$ cat src/rtl/pkt_reader_pkg.sv
// Shared types for the packet reader: FSM state encoding and header length-field layout.
package pkt_reader_pkg;

   typedef enum logic [1:0] {
      ST_IDLE = 2'd0,
      ST_SEND = 2'd1,
      ST_POP  = 2'd2
   } state_t;

   // Length field sits in the low bits of the header byte.
   localparam int LEN_LSB = 0;
   localparam int LEN_MIN = 1;

endpackage

$ cat src/rtl/pkt_reader.sv
// Drains one FIFO entry per packet onto a registered valid/ready byte stream.
// Define PKT_READER_VARLEN_EN to take the packet length from the header byte.
//
// state   | meaning
// --------+--------------------------------------------------------------
// ST_IDLE | waiting for a non-empty FIFO; header byte loaded on exit
// ST_SEND | streaming bytes 0..N-1 of the head entry
// ST_POP  | one-cycle rinc pulse, then back to ST_IDLE
module pkt_reader
   import pkt_reader_pkg::*;
#(
   parameter int WIDTH     = 11,
   parameter int UWIDTH    = 8,
   parameter int PTR_IN_SZ = 4
) (
   input  logic                 clk,
   input  logic                 rst,
   input  logic                 rempty,
   input  logic [UWIDTH-1:0]    rdata,
   output logic [PTR_IN_SZ-1:0] raddr_in,
   output logic                 rinc,
   output logic [UWIDTH-1:0]    out_data,
   output logic                 out_valid,
   input  logic                 out_ready,
   output logic                 out_last,
   output logic                 len_err
);

   localparam logic [PTR_IN_SZ-1:0] N_FULL  = PTR_IN_SZ'(WIDTH);
   localparam logic [PTR_IN_SZ-1:0] N_ONE   = PTR_IN_SZ'(LEN_MIN);
   localparam logic [PTR_IN_SZ-1:0] IDX_ONE = PTR_IN_SZ'(1);

   state_t                state, state_nxt;
   logic [PTR_IN_SZ-1:0]  n_q, n_nxt, raddr_nxt, hdr_n;
   logic [UWIDTH-1:0]     data_nxt;
   logic                  valid_nxt, last_nxt;

`ifdef PKT_READER_VARLEN_EN
   logic [PTR_IN_SZ-1:0]  hdr_len;
   logic                  hdr_bad;

   assign hdr_len = rdata[LEN_LSB +: PTR_IN_SZ];
   assign hdr_bad = (hdr_len == '0) || (hdr_len > N_FULL);
   assign hdr_n   = hdr_bad ? N_ONE : hdr_len;

   always_ff @(posedge clk or negedge rst) begin
      if (!rst) begin
         len_err <= 1'b0;
      end else if (state == ST_IDLE && !rempty && hdr_bad) begin
         len_err <= 1'b1;
      end
   end
`else
   assign hdr_n   = N_FULL;
   assign len_err = 1'b0;
`endif

   assign rinc = (state == ST_POP);

   always_ff @(posedge clk or negedge rst) begin
      if (!rst) begin
         state     <= ST_IDLE;
         n_q       <= N_ONE;
         raddr_in  <= '0;
         out_data  <= '0;
         out_valid <= 1'b0;
         out_last  <= 1'b0;
      end else begin
         state     <= state_nxt;
         n_q       <= n_nxt;
         raddr_in  <= raddr_nxt;
         out_data  <= data_nxt;
         out_valid <= valid_nxt;
         out_last  <= last_nxt;
      end
   end

   always_comb begin
      state_nxt = state;
      n_nxt     = n_q;
      raddr_nxt = raddr_in;
      data_nxt  = out_data;
      valid_nxt = out_valid;
      last_nxt  = out_last;
      case (state)
         ST_IDLE: begin
            raddr_nxt = '0;
            if (!rempty) begin
               data_nxt  = rdata;
               valid_nxt = 1'b1;
               n_nxt     = hdr_n;
               last_nxt  = (hdr_n == N_ONE);
               raddr_nxt = IDX_ONE;
               state_nxt = ST_SEND;
            end
         end
         ST_SEND: begin
            if (out_ready) begin
               if (out_last) begin
                  valid_nxt = 1'b0;
                  last_nxt  = 1'b0;
                  raddr_nxt = '0;
                  state_nxt = ST_POP;
               end else begin
                  data_nxt = rdata;
                  last_nxt = (raddr_in == n_q - IDX_ONE);
                  // Park on the final index so raddr_in never walks past the entry.
                  if (raddr_in != n_q - IDX_ONE) begin
                     raddr_nxt = raddr_in + IDX_ONE;
                  end
               end
            end
         end
         ST_POP: begin
            state_nxt = ST_IDLE;
         end
         default: begin
            state_nxt = ST_IDLE;
         end
      endcase
   end

endmodule

$ cat config.mk
export PLATFORM = sky130hd
export DESIGN_NAME = pkt_reader
export DESIGN_NICKNAME = d
export VERILOG_FILES = /design/src/rtl/pkt_reader_pkg.sv /design/src/rtl/pkt_reader.sv
export SDC_FILE = /design/constraint.sdc
export NUM_CORES = 1
export LEC_CHECK = 0
export CAP_MARGIN = 5
export CORE_MARGIN = 4
export CORE_UTILIZATION = 39
export CTS_CLUSTER_SIZE = 10
export DETAILED_ROUTE_END_ITERATION = 8
export PLACE_DENSITY = 0.8
export SYNTH_ARGS = -nofsm -noshare
export SYNTH_HDL_FRONTEND = slang
export SYNTH_SLANG_ARGS = --single-unit
$ cat constraint.sdc
create_clock -name clk -period 1.7 [get_ports clk]
set_clock_uncertainty 0.1 [all_clocks]
set_input_delay 0.17 -clock clk [delete_from_list [all_inputs] [get_ports clk]]
set_output_delay 0.17 -clock clk [all_outputs]
set_load 0.01 [all_outputs]
* Yosys cells after proc, flatten, opt, wreduce, memory -nomap -nowiden
Index checks and enable logic that the tools add are counted.
** Word-level totals
- Register bits after elaboration :: 17
- Bits of input ports :: 12
- Logic and storage cells :: 47
** Cells by class
- Add/sub/neg operators :: 2
- Equality and inequality tests :: 9
- Multiplexer cells :: 21
- Bitwise logic cells :: 1
- Reductions and logical operators :: 8
** Operator list (number)
- $mux W8 :: 3
- $pmux W8 S2 :: 1
- $mux W4 :: 3
- $reduce_and A3 Y1 :: 3
- $ne A2 B2 Y1 const B :: 4
- $pmux W4 S2 :: 1
- $reduce_and A4 Y1 :: 2
- $mux W1 :: 7
- $mux W2 :: 3
- $add A4 B1 Y4 const B :: 1
- $eq A4 B4 Y1 :: 1
- $ne A4 B4 Y1 :: 1
- $pmux W1 S2 :: 2
- $pmux W2 S2 :: 1
- $sub A4 B1 Y4 const B :: 1
- $ne A3 B3 Y1 const B :: 1
- $eq A2 B1 Y1 const B :: 1
- $eq A2 B2 Y1 const B :: 1
- $logic_not A2 Y1 :: 1
- $reduce_and A2 Y1 :: 1
- $reduce_bool A2 Y1 :: 1
- $not A1 Y1 :: 1

* Depth between registers and ports, before layout
Gate-level depths: netlist (run 1).
- Word-level depth :: 6
- Mapped depth :: 6
- Mapped depth without buffers :: 4

* Worst setup path after synthesis (run 1)
OpenSTA, ideal clock, no wires.
- Kind :: register to register
- Start :: register out_last
- End :: register raddr_in[0]
- Setup time :: 0.125 ns
- Arrival time :: 1.404 ns
- Data required time :: 1.475 ns
- Slack :: 0.072 ns
- Stages on the path, launching flop included :: 5
- Buffers on the path :: 0
- Clock period less this slack :: 1.628 ns
- Cell sequence :: dfrtp_1 > nor3_1 > o21ai_0 > a21oi_1 > mux2_2
** On the way
- Longest elaborated chain between the ends :: 3
- Elaborated cells on any way between the ends :: 5
- Classes of those cells :: eq/ne: 1; mux: 3; reduce/logical: 1
** RTL lines
- start: declaration :: RTL line pkt_reader.sv:25 : output logic out_last,
- start signal: assignment :: RTL line pkt_reader.sv:74 : out_last <= last_nxt;
- $mux W4 :: RTL line pkt_reader.sv:99 : if (out_last) begin
- $mux W4 :: RTL line pkt_reader.sv:98 : if (out_ready) begin
- $pmux W4 S2 :: RTL line pkt_reader.sv:85 : case (state)
- end signal: assignment :: RTL line pkt_reader.sv:71 : raddr_in <= raddr_nxt;
- end: declaration :: RTL line pkt_reader.sv:20 : output logic [PTR_IN_SZ-1:0] raddr_in,
Several ways; a longest one is shown, not always the timed one. The select of a mux whose other input is x is not followed.
A chain may end at the register's enable or synchronous reset.

* Worst setup path after layout (run 1)
- Start :: register raddr_in[0]
- End :: output port raddr_in[0]
No word-level cell between the ends.

==> out/metrics.csv, run 1 <==
stage,metric,value,unit
power,internal_power,1.231,mW
power,p_seq_share,35.7,%
drt,drtPass1Iterations,4,
synthesis,yosys.area.top_type_share,52.71,%
clock_network,clock_path_buffers,2,
critical_path,path_cells,buf_4 -> clkdlybuf4s50_1,
clock_network,cts_inserted_buffers,3,
die,total_die_area,2861,um2
power,pwr-share-clk,11.6,%
clock_network,cts.root.buffer_cell,sky130_fd_sc_hd__clkbuf_4,
drt,drt_drc_violations_left,0,
die,die_y,53.49,um
clock_network,clock_insertion_delay_worst_skew,0.29,ns
global_route,first_global_vias,716,
job,drv.max_cap_violation_count,0,
clock_network,worst_setup_hold_path_clk_slew,0.10,ns
synthesis,synth-edff-count,0,
min_path,min_path_type,input pin to asynchronous set/reset pin,
power,ir_worst_vdd,810.0,uV
clock_network,post_cts_hold_buffer_count,0,
global_route,global_route_wire_length_before_repair,3098,um
timing,slew_violations,0,
synthesis,ys_seq_elements,17,
global_route,maximum_number_of_pins_on_one_net_before_global_route_repair,18,
synthesis,yosys.area_share.xor_xnor,0,%
drt,avgViaCountPerCell,5.007,
synthesis,synth.lib_cells_used.distinct,28,
finish,fill_cells,187,
die,top_level_ports,28,
critical_path,worst_path_dominant_cell_family,buffers and inverters,
synthesis,synth-seq-area-share,52.71,%
synthesis,synth-adder-area-share,1.550,%
clock_network,clock_sinks,17,
drt,routed_wl,1763,um
timing,post-route-min-period,1.614,ns
die,placeableCoreArea,1962,um2
run_status,run_status,"complete, no violations",
die,die_width,53.49,um
timing,fin_tns_setup,0,ns
synthesis,ys.flop_type,sky130_fd_sc_hd__dfrtp_1,
synthesis,number_of_nets_in_the_synthesized_netlist,84,
timing,maxClockFrequency,0.6197,GHz
power,leakage_component_of_the_power,0.5273,nW
power,comb_power_share,52.7,%
clock_network,cts_tree,yes,
critical_path,path_class,flip-flop to output pin,
power,power.switching_fraction,32.12,%
synthesis,ys_warn_count,0,
critical_path,cp-start-kind,flip-flop,
timing,finalSetupViolations,0,
power,power_switching,0.5826,mW
drt,drt.antenna.violating_nets,0,
power,power.density_cell_area,1515,nW/um2
finish,antenna_diode_count,0,
clock_network,cts_max_level,1,
critical_path,crit_arrival,1.34,ns
synthesis,synthDominantAreaCellType,sky130_fd_sc_hd__dfrtp_1,
placement,place.detailed.hpwl,1363,um
synthesis,synthSimpleGateAreaFrac,16.28,%
critical_path,reg2regPathDepth,4,
placement,routabilityCongestion,0.8426,
die,placement_rows,16,
die,effective_utilization_at_floorplan,41.14,%
drt,dr_total_vias,676,
synthesis,mappedNetlistArea,807.0,um2
synthesis,fraction_of_registers_with_async_set_reset,100.0,%
critical_path,worst-path-buf-inv,2,
critical_path,critical_path.endpoint_type,output pin,
drt,wl_per_cell,13.06,um
finish,area_growth,48.37,%
critical_path,cp_max_fo,5,
global_route,gr-usage-all-layers,15.39,%
critical_path,timing.critical_path.slowest_cell_delay,0.54,ns
global_route,initial_antenna_violation_count,0,
synthesis,biggest_area_contributors_in_the_synthesized_netlist,"sky130_fd_sc_hd__dfrtp_1, sky130_fd_sc_hd__mux2_2, sky130_fd_sc_hd__and2b_2",
finish,final_nets,122,
synthesis,synth-compound-area-share,9.302,%
global_route,globalRoute.totalOverflow,0,
critical_path,required_worst_endpoint,1.43,ns
critical_path,crit_cells,2,
critical_path,critical_path.slowest_cell,sky130_fd_sc_hd__clkdlybuf4s50_1,
timing,timing_hold_violations_final,0,
finish,post_route_cells_drive_above_1_share,32.41,%
timing,timing.final.crit_share,94.92,%
placement,numPortBuffers,26,
synthesis,post_synth_mux_area_share,13.95,%
finish,layout.core_utilization,61.03,%
drt,dr.first_iter.drc_count,14,
synthesis,post_synth_inst_count,71,
synthesis,dominant_combinational_cell_family_by_area_after_synthesis,simple AND/OR/NAND/NOR gates,
timing,rsz0062_at_grt,no,
synthesis,synth.avg_cell_area,11.37,um2
## timing repair
action	CTS	global route
setup endpoints to repair	1	3
setup buffers	3	0
pin swaps	0	1
gates resized for setup	2	3
cloned	0	0
## worst reg2reg max path, delay by kind of cell, from the launching register on
family                 cells  cell delay (ns)
buffers and inverters      1             0.15
AND/OR/NAND/NOR            2             0.76
flip-flops                 1             0.41
AO/OA/AOI/OAI              1             0.12
## cell usage after synthesis (all sizes together), types with 2 or more instances
cell and n:
a21oi 3, and2b 3, and3 2, buf 4, dfrtp 17, inv 3, mux2 10, nand2 2
nor2 6, nor3 3, o21ai 5
## cell families after synthesis
family	after synthesis
buf+inv	7
compound gates	13
fa+ha+maj	1
simple gates	22
other cells	1
flops	17
mux	10
## final timing paths
kind	startpoint	endpoint	slack [ns]
worst max-delay path	raddr_in[0]	raddr_in[0]	0.09
max in group asynchronous	rst	state[1]	1.20
worst min-delay path	rst	out_data[5]	0.10
min in group clk	rdata[0]	out_data[0]	0.39
worst max register to register	state[1]	raddr_in[3]	0.10
worst min register to register	out_valid	out_valid	0.39
## layer usage
| metal | up-vias | GRT usage [%] | part of all wire (%) |
|---|---|---|---|
| met4 | 0 | 10.21 | 3.1 |
| met5 | - | 0 | 0 |
| met3 | 6 | 3.380 | 5.7 |
| met2 | 32 | 24.29 | 49 |
| li1 | 319 | - | - |
| met1 | 319 | 18.47 | 42 |
## power groups by stage
stage               registers [mW]  clock network (mW)  logic, mW
floorplan                    0.742                   0      0.363
finish                       0.648               0.210      0.955
global route                 0.673               0.250       1.03
CTS                          0.650               0.219      0.956
detailed placement           0.673                   0      0.925
global placement             0.661                   0      0.905
## layout by cell type, fill, tap and decap left out
cell type                          n
sky130_fd_sc_hd__and3b_2           1
sky130_fd_sc_hd__buf_4            10
sky130_fd_sc_hd__clkinv_2          1
sky130_fd_sc_hd__or2_2             1
sky130_fd_sc_hd__buf_12            1
sky130_fd_sc_hd__nand2_1           2
sky130_fd_sc_hd__mux2_2           10
sky130_fd_sc_hd__nand3_1           1
sky130_fd_sc_hd__clkbuf_4          3
sky130_fd_sc_hd__o21ai_0           3
sky130_fd_sc_hd__nor2_2            1
sky130_fd_sc_hd__dfrtp_2           2
sky130_fd_sc_hd__a21o_1            1
sky130_fd_sc_hd__conb_1            1
sky130_fd_sc_hd__and3_1            2
sky130_fd_sc_hd__ha_1              1
sky130_fd_sc_hd__o22ai_1           1
sky130_fd_sc_hd__a21oi_1           2
sky130_fd_sc_hd__nand4_1           1
sky130_fd_sc_hd__clkdlybuf4s50_1  25
sky130_fd_sc_hd__o211ai_1          1
sky130_fd_sc_hd__nor2_1            5
sky130_fd_sc_hd__a21oi_2           1
sky130_fd_sc_hd__inv_1             3
sky130_fd_sc_hd__and2b_2           3
sky130_fd_sc_hd__dlymetal6s2s_1    1
sky130_fd_sc_hd__a31oi_1           1
sky130_fd_sc_hd__or3b_4            1
sky130_fd_sc_hd__or3_1             1
sky130_fd_sc_hd__o21ai_1           2
sky130_fd_sc_hd__dfrtp_1          15
sky130_fd_sc_hd__nor3_1            3
sky130_fd_sc_hd__o31ai_1           1
## through the flow
stage / cells / setup WS [ns] / hold slack, ns / power, mW / instance area [um2]
2_1_floorplan: 71 / 0.07162 / -0.2256 / 1.105 / 807.0
3_3_place_gp: 128 / 0.05085 / 0.3683 / 1.566 / 1139
3_5_place_dp: 128 / 0.04010 / 0.3711 / 1.598 / 1139
4_1_cts: 135 / 0.01196 / 0.09952 / 1.825 / 1191
5_1_grt: 135 / 0.002193 / 0.09593 / 1.958 / 1197
6_report: 135 / 0.08633 / 0.1001 / 1.814 / 1197
## cell type report
cell class                      instances  area [um2]  area share, %
Timing Repair Buffer                   37       357.8          29.89
Clock inverter                          1       5.005         0.4180
Inverter                                3       11.26         0.9404
Sequential cell                        17       427.9          35.74
Clock buffer                            3       22.52          1.881
Multi-Input combinational cell         47       339.1          28.32
Tap cell                               27       33.78          2.821
## sequential cells by signal, summed over array words and instances (netlist names)
| signal | flops |
|---|---|
| out_data | 8 |
| n_q | 1 |
| state | 2 |
| out_valid | 1 |
| raddr_in | 4 |
| out_last | 1 |
Note: power is estimated with default switching activity, not from simulation.
==> run 2: changes to the inputs <==
CAP_MARGIN = unset   (was 5)
SETUP_SLACK_MARGIN = 0.15   (was unset)
==> out/metrics.csv, run 2 (synthesized netlist as in run 1, its figures left out) <==
stage,metric,value,unit
run_status,run_status,"complete, no violations",
timing,finalSetupViolations,0,
timing,rsz0062_at_grt,yes,
critical_path,cp_max_fo,3,
die,die_width,53.49,um
job,drv.max_cap_violation_count,0,
critical_path,timing.critical_path.slowest_cell_delay,0.44,ns
global_route,first_global_vias,707,
finish,post_route_cells_drive_above_1_share,43.12,%
clock_network,cts_tree,yes,
die,die_y,53.49,um
die,placement_rows,16,
drt,drtPass1Iterations,4,
global_route,gr-usage-all-layers,15.93,%
finish,most-common-layout-cells,"sky130_fd_sc_hd__clkdlybuf4s50_1, sky130_fd_sc_hd__dfrtp_1, sky130_fd_sc_hd__mux2_4",
clock_network,cts.root.buffer_cell,sky130_fd_sc_hd__clkbuf_4,
critical_path,crit_arrival,1.73,ns
power,power.density_cell_area,1551,nW/um2
die,top_level_ports,28,
global_route,initial_antenna_violation_count,0,
drt,routed_wl,2189,um
finish,layout_commonest_cell,sky130_fd_sc_hd__clkdlybuf4s50_1,
global_route,maximum_number_of_pins_on_one_net_before_global_route_repair,18,
placement,place.detailed.hpwl,1380,um
power,leakage_component_of_the_power,0.5946,nW
power,ir_worst_vdd,1011,uV
die,placeableCoreArea,1962,um2
die,total_die_area,2861,um2
die,effective_utilization_at_floorplan,41.14,%
drt,dr.first_iter.drc_count,10,
timing,maxClockFrequency,0.6211,GHz
critical_path,critical_path.endpoint_type,flip-flop,
timing,timing.final.crit_share,94.72,%
finish,area_growth,62.48,%
clock_network,clock_sinks,17,
critical_path,critical_path.slowest_cell,sky130_fd_sc_hd__dfrtp_2,
finish,fill_cells,159,
timing,timing_hold_violations_final,0,
finish,antenna_diode_count,0,
placement,numPortBuffers,26,
critical_path,required_worst_endpoint,1.82,ns
critical_path,worst-path-buf-inv,1,
finish,final_nets,123,
clock_network,clock_path_buffers,2,
finish,register_ranked_first_by_flip_flop_count,out_data,
placement,post-place-cells,125,
drt,drt_drc_violations_left,0,
critical_path,worst_path_dominant_cell_family,simple AND/OR/NAND/NOR gates,
finish,biggest_regs,"out_data (8), raddr_in (4), state (2)",
finish,layout.cells.non_filler,136,
drt,drt.antenna.violating_nets,0,
global_route,global_route_wire_length_before_repair,3215,um
finish,largest_register_ffs,8,
clock_network,cts_max_level,1,
clock_network,worst_setup_hold_path_clk_slew,0.10,ns
min_path,min_path_type,input pin to asynchronous set/reset pin,
critical_path,path_cells,buf_6 -> or3b_4 -> or3_4 -> o21ai_2,
global_route,globalRoute.totalOverflow,0,
critical_path,path_class,flip-flop to flip-flop,
placement,routabilityCongestion,0.8042,
timing,post-route-min-period,1.610,ns
clock_network,cts_inserted_buffers,3,
critical_path,cp-start-kind,flip-flop,
drt,avgViaCountPerCell,5.169,
timing,slew_violations,0,
timing,fin_tns_setup,0,ns
clock_network,clock_insertion_delay_worst_skew,0.29,ns
drt,dr_total_vias,703,
drt,wl_per_cell,16.10,um
==> run 2: cell count changes in the layout (fill, tap and decap cells not counted), sizes merged <==
cell / change
clkdlybuf4s50: -4
buf: +1
dlygate4sd2: +4
==> run 2: final timing paths <==
kind / from / end / slack [ns] / depth (start not counted)
min in group clk: rdata[6] / out_data[6] / 0.38 / 2
worst max register to register: state[1] / raddr_in[3] / 0.09 / 4
worst max-delay path: state[1] / raddr_in[3] / 0.09 / 4
max in group asynchronous: rst / raddr_in[1] / 1.20 / 2
worst min register to register: out_valid / out_valid / 0.41 / 1
worst min-delay path: rst / out_last / 0.09 / 2
==> run 2: report_power, final <==
part           leakage, nW  total [mW]  switching [mW]  internal (mW)
clock network       0.0177       0.224           0.136         0.0876
registers            0.193       0.709           0.143          0.566
logic                0.384        1.10           0.435          0.666
==> run 2: final cells by class <==
class / instances / area, um2 / share of cell area (%)
multi-input cells: 47 / 441.7 / 33.68
flip-flops and latches: 17 / 431.7 / 32.92
inverters: 3 / 13.76 / 1.050
repair buffers: 38 / 362.8 / 27.67
clock inverters: 1 / 5.005 / 0.3817
well taps: 27 / 33.78 / 2.576
clock buffers: 3 / 22.52 / 1.718
==> run 2: layer usage <==
| metal | routed length (um) | up-vias | GRT usage [%] |
|---|---|---|---|
| met5 | 0 | - | 0 |
| met4 | 44 | 0 | 6.383 |
| met3 | 100 | 6 | 5.915 |
| met2 | 1135 | 26 | 28.16 |
| met1 | 907 | 347 | 16.75 |
| li1 | - | 324 | - |
==> run 2: timing repair <==
action                                  CTS  global route
hold buffers                              0             0
hold endpoints to repair                  0             0
buffers inserted                          5             2
pin swaps                                 1             8
endpoints found under the setup margin   16            13
resized for setup                         9            29
==> run 2: through the flow <==
stage | util (%) | area (um2) | hold slack (ns) | setup WS [ns] | total power [mW]
finish | 66.84 | 1311 | 0.09312 | 0.08984 | 2.034
global route | 66.84 | 1311 | 0.09204 | 0.05225 | 2.161
CTS | 60.20 | 1181 | 0.09799 | 0.05529 | 1.808
detailed placement | 56.70 | 1112 | 0.3906 | 0.01117 | 1.564
global placement | 56.70 | 1112 | 0.3722 | 0.05710 | 1.524
floorplan | - | 815.8 | -0.2256 | 0.1544 | 1.118
==> run 3: changes to the inputs <==
CORE_UTILIZATION = 43   (was 39)
PLACE_DENSITY = 0.84   (was 0.8)
clock period = 1.5 ns   (was 1.7 ns; I/O delays follow)
==> out/metrics.csv, run 3 (synthesized netlist as in run 1, its figures left out) <==
stage,metric,value,unit
power,leakage_component_of_the_power,0.6386,nW
finish,stdcell_area,1393,um2
critical_path,timing.critical_path.from,n_q[1],
run_status,run_status,finished with violations,
finish,largest_register_ffs,8,
placement,place.detailed.hpwl,1626,um
critical_path,required_worst_endpoint,1.59,ns
power,power_switching,0.8670,mW
finish,register_ranked_first_by_flip_flop_count,out_data,
drt,drtPass1Iterations,4,
power,comb_power_share,57.3,%
power,internal_power,1.566,mW
timing,finalSetupViolations,11,
clock_network,cts_max_level,1,
clock_network,clock_sinks,17,
critical_path,timing.rr.start,n_q[1],
die,die_width,51.32,um
power,power,2.433,mW
power,pwr-share-clk,10.3,%
drt,dr.first_iter.drc_count,7,
clock_network,post_cts_hold_buffer_count,0,
placement,routabilityCongestion,0.8257,
timing,setup_slack,-0.04675,ns
finish,most-common-layout-cells,"sky130_fd_sc_hd__buf_4, sky130_fd_sc_hd__dfrtp_1, sky130_fd_sc_hd__clkdlybuf4s50_1",
power,p_seq_share,32.4,%
finish,layout.core_utilization,79.78,%
timing,maxClockFrequency,0.6465,GHz
timing,slew_violations,0,
global_route,initial_antenna_violation_count,0,
die,placement_rows,15,
critical_path,r2r_slack,-0.05,ns
finish,antenna_diode_count,0,
finish,final_nets,135,
critical_path,rr_endpoint,raddr_in[1],
timing,rsz0062_at_grt,yes,
critical_path,reg2regPathDepth,4,
global_route,maximum_number_of_pins_on_one_net_before_global_route_repair,18,
clock_network,clock_insertion_delay_worst_skew,0.30,ns
timing,fin_tns_setup,-0.3385,ns
timing,timing.final.crit_share,103.1,%
critical_path,path_class,flip-flop to flip-flop,
critical_path,critical_path.endpoint_type,flip-flop,
timing,post-route-min-period,1.547,ns
power,power.density_cell_area,1747,nW/um2
die,top_level_ports,28,
die,die_y,51.32,um
die,total_die_area,2634,um2
drt,wl_per_cell,18.26,um
clock_network,clock_path_buffers,2,
power,power.switching_fraction,35.63,%
placement,numPortBuffers,26,
min_path,min_path_type,input pin to asynchronous set/reset pin,
finish,area_growth,72.56,%
clock_network,cts_inserted_buffers,3,
finish,layout_commonest_cell,sky130_fd_sc_hd__buf_4,
clock_network,cts_tree,yes,
drt,avgViaCountPerCell,5.034,
global_route,globalRoute.totalOverflow,0,
timing,hold_slack,0.06702,ns
finish,fill_cells,103,
drt,drt.antenna.violating_nets,0,
die,placeableCoreArea,1745,um2
global_route,global_route_wire_length_before_repair,3905,um
die,effective_utilization_at_floorplan,46.24,%
critical_path,cp-start-kind,flip-flop,
finish,post_route_cells_drive_above_1_share,54.55,%
clock_network,worst_setup_hold_path_clk_slew,0.10,ns
critical_path,cp_max_fo,3,
critical_path,crit_arrival,1.64,ns
timing,timing_hold_violations_final,0,
drt,drt_drc_violations_left,0,
global_route,gr-usage-all-layers,20.86,%
power,ir_worst_vdd,994.8,uV
job,drv.max_cap_violation_count,0,
drt,dr_total_vias,735,
finish,biggest_regs,"out_data (8), raddr_in (4), state (2)",
drt,routed_wl,2666,um
placement,dpl_cell_area,1232,um2
run_status,violations,negative setup slack,
global_route,first_global_vias,812,
clock_network,cts.root.buffer_cell,sky130_fd_sc_hd__clkbuf_4,
run 3: power by group through the flow:
stage / combinational, mW / clock [mW] / sequential [mW]
2_1_floorplan: 0.529 / 0 / 0.854
3_3_place_gp: 1.17 / 0 / 0.773
3_5_place_dp: 1.20 / 0 / 0.782
4_1_cts: 1.29 / 0.251 / 0.775
5_1_grt: 1.46 / 0.287 / 0.808
6_report: 1.39 / 0.250 / 0.789
run 3: final cells by class:
type                       instances  area [um2]  share of cell area, %
clock buffer                       3       22.52                  1.617
tap                               25       31.28                  2.246
inverter                           3       11.26                 0.8086
multi-input combinational         47       450.4                  32.34
clock inverter                     1       5.005                 0.3594
timing repair buffer              50       442.9                  31.81
sequential                        17       429.2                  30.82
run 3: what timing repair did:
action | in CTS | in global routing
endpoints found under the setup margin | 28 | 19
hold endpoints to repair | 0 | 0
pin swaps | 3 | 5
gates resized for setup | 40 | 15
cloned | 0 | 0
buffers inserted | 6 | 3
run 3: worst max path at each step:
stage	slack (ns)	end	cells after the start
final	-0.05	raddr_in[1]	4
after global routing	-0.1	raddr_in[1]	4
after CTS	-0.05	raddr_in[3]	4
after detailed placement	-0.23	out_data[5]	4
after global placement	-0.18	out_data[5]	4
after floorplan	0.009	raddr_in[0]	5
run 3: critical path: stages, from the launching register on:
cell                      delay, ns
sky130_fd_sc_hd__dfrtp_1       0.41
sky130_fd_sc_hd__nor3_2        0.28
sky130_fd_sc_hd__o21ai_2       0.14
sky130_fd_sc_hd__a21oi_4       0.19
sky130_fd_sc_hd__mux2_4        0.32
run 3: stage by stage:
step / cells / setup WS, ns
after floorplan: 71 / 0.009207
after global placement: 133 / -0.1781
after detailed placement: 133 / -0.2328
after CTS: 143 / -0.05402
after global routing: 146 / -0.09877
final: 146 / -0.04675
run 3: routing by layer:
metal | vias to the layer above | GRT usage [%] | wire (um)
li1 | 349 | - | -
met1 | 370 | 22.57 | 1010
met3 | 6 | 5.539 | 60
met5 | - | 0 | 0
met2 | 10 | 37.77 | 1543
met4 | 0 | 9.170 | 51
